==> src/rtl/obj_manager_if.sv <==
// Spawn/clear handshake bundle between the game controller (master) and obj_manager (slave).
interface obj_manager_if;
    logic       spawn_valid;
    logic [1:0] spawn_type;
    logic [9:0] spawn_y;
    logic       spawn_ready;
    logic       clear_valid;
    logic [2:0] clear_slot;

    modport master (
        output spawn_valid, spawn_type, spawn_y, clear_valid, clear_slot,
        input  spawn_ready
    );

    modport slave (
        input  spawn_valid, spawn_type, spawn_y, clear_valid, clear_slot,
        output spawn_ready
    );
endinterface

==> src/rtl/obj_manager.sv <==
// Five-slot scrolling object table with per-frame animation, spawn and clear handshakes.
// Define OBJ_MANAGER_STATS_EN to add saturating spawn_count/drop_count outputs.
module obj_manager #(
    parameter int unsigned FRAME_DIV = 8,
    parameter int unsigned SPAWN_X   = 1023
) (
    input  logic          clock,
    input  logic          reset,
    input  logic          vsync,
    input  logic          pause,
    input  logic [3:0]    speed,
    obj_manager_if.slave  req,
    output logic [25:0]   obj1,
    output logic [25:0]   obj2,
    output logic [25:0]   obj3,
    output logic [25:0]   obj4,
    output logic [25:0]   obj5,
    output logic [4:0]    active,
    output logic          frame_tick
`ifdef OBJ_MANAGER_STATS_EN
    ,
    output logic [15:0]   spawn_count,
    output logic [15:0]   drop_count
`endif
);
    localparam int unsigned NumSlots = 5;
    localparam logic [10:0] SpawnX   = 11'(SPAWN_X);
    localparam logic [3:0]  AnimLast = 4'(FRAME_DIV - 1);
    localparam logic [9:0]  YMax     = 10'd767;

    logic [25:0] slot_q [NumSlots];
    logic [25:0] slot_d [NumSlots];
    logic [4:0]  active_q, active_d;
    logic [3:0]  anim_q, anim_d;
    logic        vsync_q, frame_tick_q;
    logic        tick, anim_wrap, accept;
    logic [4:0]  spawn_onehot;
    logic [9:0]  spawn_y_clamped;

    assign tick            = vsync_q & ~vsync & ~pause;
    assign anim_wrap       = tick & (anim_q == AnimLast);
    assign req.spawn_ready = reset & (active_q != 5'b11111) & ~tick;
    assign accept          = req.spawn_valid & req.spawn_ready;
    assign spawn_y_clamped = (req.spawn_y > YMax) ? YMax : req.spawn_y;

    // Descending scan so the lowest free index is the last one written.
    always_comb begin
        spawn_onehot = '0;
        for (int i = NumSlots - 1; i >= 0; i--) begin
            if (!active_q[i]) begin
                spawn_onehot    = '0;
                spawn_onehot[i] = 1'b1;
            end
        end
    end

    // Priority per slot: scroll, then clear overrides, then spawn (only into slots free before).
    always_comb begin
        slot_d   = slot_q;
        active_d = active_q;
        anim_d   = anim_q;
        if (tick) begin
            anim_d = anim_wrap ? 4'd0 : anim_q + 4'd1;
        end
        for (int i = 0; i < NumSlots; i++) begin
            if (tick && active_q[i]) begin
                if (slot_q[i][20:10] < {7'd0, speed}) begin
                    slot_d[i]   = '0;
                    active_d[i] = 1'b0;
                end else begin
                    slot_d[i][20:10] = slot_q[i][20:10] - {7'd0, speed};
                    if (anim_wrap) begin
                        slot_d[i][25:23] = slot_q[i][25:23] + 3'd1;
                    end
                end
            end
            if (req.clear_valid && (req.clear_slot == 3'(i))) begin
                slot_d[i]   = '0;
                active_d[i] = 1'b0;
            end
            if (accept && spawn_onehot[i]) begin
                slot_d[i]   = {3'b000, req.spawn_type, SpawnX, spawn_y_clamped};
                active_d[i] = 1'b1;
            end
        end
    end

    always_ff @(posedge clock) begin
        if (!reset) begin
            for (int i = 0; i < NumSlots; i++) begin
                slot_q[i] <= '0;
            end
            active_q     <= '0;
            anim_q       <= '0;
            vsync_q      <= 1'b0;
            frame_tick_q <= 1'b0;
        end else begin
            slot_q       <= slot_d;
            active_q     <= active_d;
            anim_q       <= anim_d;
            vsync_q      <= vsync;
            frame_tick_q <= tick;
        end
    end

    assign obj1       = slot_q[0];
    assign obj2       = slot_q[1];
    assign obj3       = slot_q[2];
    assign obj4       = slot_q[3];
    assign obj5       = slot_q[4];
    assign active     = active_q;
    assign frame_tick = frame_tick_q;

`ifdef OBJ_MANAGER_STATS_EN
    logic [15:0] spawn_cnt_q, spawn_cnt_d;
    logic [15:0] drop_cnt_q, drop_cnt_d;
    logic [2:0]  drop_num;
    logic [16:0] drop_sum;

    // A slot cleared on the tick cycle is not counted as a scroll-off.
    always_comb begin
        drop_num = '0;
        for (int i = 0; i < NumSlots; i++) begin
            if (tick && active_q[i] && (slot_q[i][20:10] < {7'd0, speed}) &&
                !(req.clear_valid && (req.clear_slot == 3'(i)))) begin
                drop_num = drop_num + 3'd1;
            end
        end
        drop_sum    = {1'b0, drop_cnt_q} + {14'd0, drop_num};
        drop_cnt_d  = drop_sum[16] ? 16'hFFFF : drop_sum[15:0];
        spawn_cnt_d = (accept && (spawn_cnt_q != 16'hFFFF)) ? spawn_cnt_q + 16'd1 : spawn_cnt_q;
    end

    always_ff @(posedge clock) begin
        if (!reset) begin
            spawn_cnt_q <= '0;
            drop_cnt_q  <= '0;
        end else begin
            spawn_cnt_q <= spawn_cnt_d;
            drop_cnt_q  <= drop_cnt_d;
        end
    end

    assign spawn_count = spawn_cnt_q;
    assign drop_count  = drop_cnt_q;
`endif
endmodule

==> src/flat_wrapper.sv <==
// flat-port wrapper written by rule: the top's interface ports become plain ports
module obj_manager_flat 
#(
    parameter int unsigned FRAME_DIV = 8,
    parameter int unsigned SPAWN_X   = 1023
)
  (clock, reset, vsync, pause, speed, obj1, obj2, obj3, obj4, obj5, active, frame_tick, req_spawn_valid, req_spawn_type, req_spawn_y, req_clear_valid, req_clear_slot, req_spawn_ready);
  obj_manager_if req_i ();
  input  logic clock;
  input  logic reset;
  input  logic vsync;
  input  logic pause;
  input  logic [3:0] speed;
  output logic [25:0] obj1;
  output logic [25:0] obj2;
  output logic [25:0] obj3;
  output logic [25:0] obj4;
  output logic [25:0] obj5;
  output logic [4:0] active;
  output logic frame_tick;
  input wire logic [$bits(req_i.spawn_valid)-1:0] req_spawn_valid;
  input wire logic [$bits(req_i.spawn_type)-1:0] req_spawn_type;
  input wire logic [$bits(req_i.spawn_y)-1:0] req_spawn_y;
  input wire logic [$bits(req_i.clear_valid)-1:0] req_clear_valid;
  input wire logic [$bits(req_i.clear_slot)-1:0] req_clear_slot;
  output wire logic [$bits(req_i.spawn_ready)-1:0] req_spawn_ready;
  assign req_i.spawn_valid = req_spawn_valid;
  assign req_i.spawn_type = req_spawn_type;
  assign req_i.spawn_y = req_spawn_y;
  assign req_i.clear_valid = req_clear_valid;
  assign req_i.clear_slot = req_clear_slot;
  assign req_spawn_ready = req_i.spawn_ready;
  obj_manager #(.FRAME_DIV(FRAME_DIV), .SPAWN_X(SPAWN_X)) u_core (.clock(clock), .reset(reset), .vsync(vsync), .pause(pause), .speed(speed), .req(req_i), .obj1(obj1), .obj2(obj2), .obj3(obj3), .obj4(obj4), .obj5(obj5), .active(active), .frame_tick(frame_tick));
endmodule
==> config.mk <==
export PLATFORM = sky130hd
export DESIGN_NAME = obj_manager_flat
export DESIGN_NICKNAME = d
export VERILOG_FILES = /design/src/rtl/obj_manager_if.sv /design/src/rtl/obj_manager.sv /design/src/flat_wrapper.sv
export SDC_FILE = /design/constraint.sdc
export NUM_CORES = 1
export LEC_CHECK = 0
export ABC_AREA = 1
export CAP_MARGIN = 20
export CORE_UTILIZATION = 50
export DETAILED_ROUTE_END_ITERATION = 6
export PLACE_DENSITY = 0.79
export REMOVE_ABC_BUFFERS = 1
export SKIP_CTS_REPAIR_TIMING = 1
export SLEW_MARGIN = 20
export SYNTH_ARGS = -nofsm -noshare
export SYNTH_HDL_FRONTEND = slang
export SYNTH_SLANG_ARGS = --single-unit
==> constraint.sdc <==
create_clock -name clock -period 2.4 [get_ports clock]
set_clock_uncertainty 0.05 [all_clocks]
set_input_delay 0.48 -clock clock [delete_from_list [all_inputs] [get_ports clock]]
set_output_delay 0.48 -clock clock [all_outputs]
set_load 0.01 [all_outputs]
==> impl_metrics.ini <==
[critical_path]
critPathRequiredTime_ns = 2.72
crit_path_end_kind = flop
cp_num_buf_inv = 3
worstPathArrival_ns = 2.54
cp_slowest_cell = clkdlybuf4s50_1
path_class = input pin to flop
critPathLaunchType = input pin
crit_fanout = 14
crit_family = simple AND/OR/NAND/NOR gates
worst_path_largest_cell_delay_ns = 0.47
path_cells = clkdlybuf4s50_1, inv_1, buf_4, ha_1, nand3b_1, nand2_1, nand2_1, nand2_1, nand3_2, nand2_4, nand2_1, nor2_1
cp_common_cell = nand2_1

[routing]
drcViolationCount = 0
viasPerCell = 5.39
vias = 8118
antenna_left = 0
drtIter0Drc = 636
routed_wl_mm = 22.9
routedWlPerCell_um = 15.2
dr.pass1.iters = 6

[logic_synthesis]
synth_cell_types = 43
synth_area_um2 = 7510
yosysWarnings = 0
syn_inst = 1071
ys_ff_latch = 141
synth-seq-area-share = 0.376
syn_avg_cell_area_um2 = 7.02

[floorplan]
boundaryPins = 162
die_y_um = 125
coreArea_um2 = 14600
rows = 44
dieArea_um2 = 15500
die_w_um = 125
initial_core_util = 0.515

[finish]
area_growth_pct = 39.1
layout_common_cells = 204 x nand2_1, 189 x nor2_1, 159 x clkdlybuf4s50_1
n_antenna_cell = 0
final_common_cell = nand2_1
stdcell_area_um2 = 10500
fin_nets = 1366
stdcell_count = 1507
drive_above_1_share = 0.125

[placed_design]
dp_hpwl_mm = 16.7
placed_area_um2 = 9860
dp_cells = 1475
gp_congestion = 0.927
io_buffers = 161

[power]
intPower_uw = 4460
clkPwrFrac = 0.406
seqPwrFrac = 0.400
power_density_nw_per_um2 = 602
total_leakage_power_uw = 0.00484
p_sw_frac = 0.292
power_switching_uw = 1840
combPwrFrac = 0.194
peakVddDrop_v = 0.000524

[grt]
grt_max_degree = 49
grt.overflow.total = 0
grt_pass1_vias = 7613
use_met3 = 0.0533
met1_usage = 0.383
antenna_found_initial = 0
grt_busiest_layer = met2
grt_pass1_wl_mm = 37.6
grt.total_usage = 0.302
met2_usage = 0.493

[timing]
maxSlewViolCount = 0
period_needed_ns = 2.22
max_freq_mhz = 450
finalHoldViolations = 0
slew_headroom = 0.537
worst_pin_slew_ns = 0.690
rsz0062_at_grt = no
min_period_over_period = 0.925
final-setup-viol-count = 0

[worst_hold_path]
min_path_type = flop to flop

[clock_tree]
cts.htree.levels = 4
clock-root-buffer = clkbuf_16
cts.sink_count = 141
cts_tree = yes
clk_latency_ns = 0.43
clk_pin_slew_ns = 0.06
numCtsBuffers = 17
clockBufferDepth = 2

[flow_run]
cap_viol_max_count = 0

[outcome]
status = complete, no violations
-- metal layers --
layer / vias to the layer above / routed length [um]
met2: 346 / 10700
met4: 0 / 854
met1: 3705 / 9900
met3: 75 / 1480
met5: - / 0
li1: 3992 / -
-- area by class of cell --
type | instances | area [um^2]
Tap cell | 184 | 230
Fill cell | 1120 | 4140
Inverter | 114 | 430
Sequential cell | 141 | 2820
Multi-Input combinational cell | 788 | 4120
Clock buffer | 18 | 439
Clock inverter | 14 | 131
Timing Repair Buffer | 248 | 2270
-- worst paths after layout --
check,from,end,slack (ns),cells after the start
setup / recovery,speed[1],u_core.obj2[20],0.18,12
hold / removal,u_core.obj4[21],u_core.obj4[21],0.41,2
setup reg to reg,u_core.active[0],u_core.obj2[9],0.47,7
hold reg to reg,u_core.obj4[21],u_core.obj4[21],0.41,2
-- worst reg2reg max path, delay by kind of cell, from the launching register on --
family	cells	cell delay [ns]
AND/OR/NAND/NOR	6	1.10
flip-flops	1	0.50
buffers and inverters	1	0.18
-- registers in the layout, indices dropped and copies added, names as in the netlist --
signal / count
u_core.anim_q: 4
u_core.obj5: 26
u_core.obj1: 26
u_core.frame_tick: 1
u_core.obj3: 26
u_core.vsync_q: 1
u_core.obj2: 26
u_core.active: 5
u_core.obj4: 26
-- cells in the mapped netlist (all sizes together) --
| cell | n | area, um^2 |
|---|---|---|
| nor2 | 195 | 752 |
| a211oi | 1 | 7.51 |
| o31ai | 9 | 67.6 |
| a31oi | 1 | 6.26 |
| xor2 | 20 | 175 |
| nand2 | 211 | 825 |
| o21bai | 1 | 7.51 |
| o21ai | 88 | 452 |
| nor2b | 1 | 6.26 |
| or2 | 10 | 62.6 |
| nor3 | 8 | 40.0 |
| nand4 | 33 | 279 |
| xnor2 | 3 | 26.3 |
| nand3b | 8 | 60.1 |
| clkbuf | 12 | 46.3 |
| fa | 5 | 100 |
| ha | 26 | 325 |
| a22o | 1 | 8.76 |
| buf | 16 | 113 |
| inv | 114 | 430 |
| dfxtp | 141 | 2820 |
| a21oi | 46 | 238 |
| nand3 | 114 | 618 |
| nor3b | 1 | 7.51 |
| o22ai | 6 | 37.5 |
-- per-stage QoR --
step | total power, uW | worst slack, ns | TNS, ns | utilization | hold slack, ns
after floorplan | 3180 | 0.271 | 0 | - | 0.379
after global placement | 3740 | -0.224 | -19.98 | 0.676 | 0.388
after detailed placement | 3760 | -0.289 | -23.73 | 0.676 | 0.399
after global routing | 6570 | 0.0179 | 0 | 0.716 | 0.442
after CTS | 6290 | -0.209 | -0.209 | 0.715 | 0.414
final | 6300 | 0.180 | 0 | 0.716 | 0.412
-- power by group through the flow --
stage	combinational, uW	clock [uW]	sequential [uW]
2_1_floorplan	593	0	2590
3_3_place_gp	1180	0	2560
3_5_place_dp	1190	0	2560
4_1_cts	1210	2570	2510
5_1_grt	1350	2690	2530
6_report	1220	2560	2520
-- cell families after synthesis --
family	Yosys count	synth area share
compound gates	153	0.110
simple gates	581	0.353
buf+inv	142	0.0784
fa+ha+maj	31	0.0566
flops	141	0.376
xor+xnor	23	0.0268
Note: power is estimated with default switching activity, not from simulation.
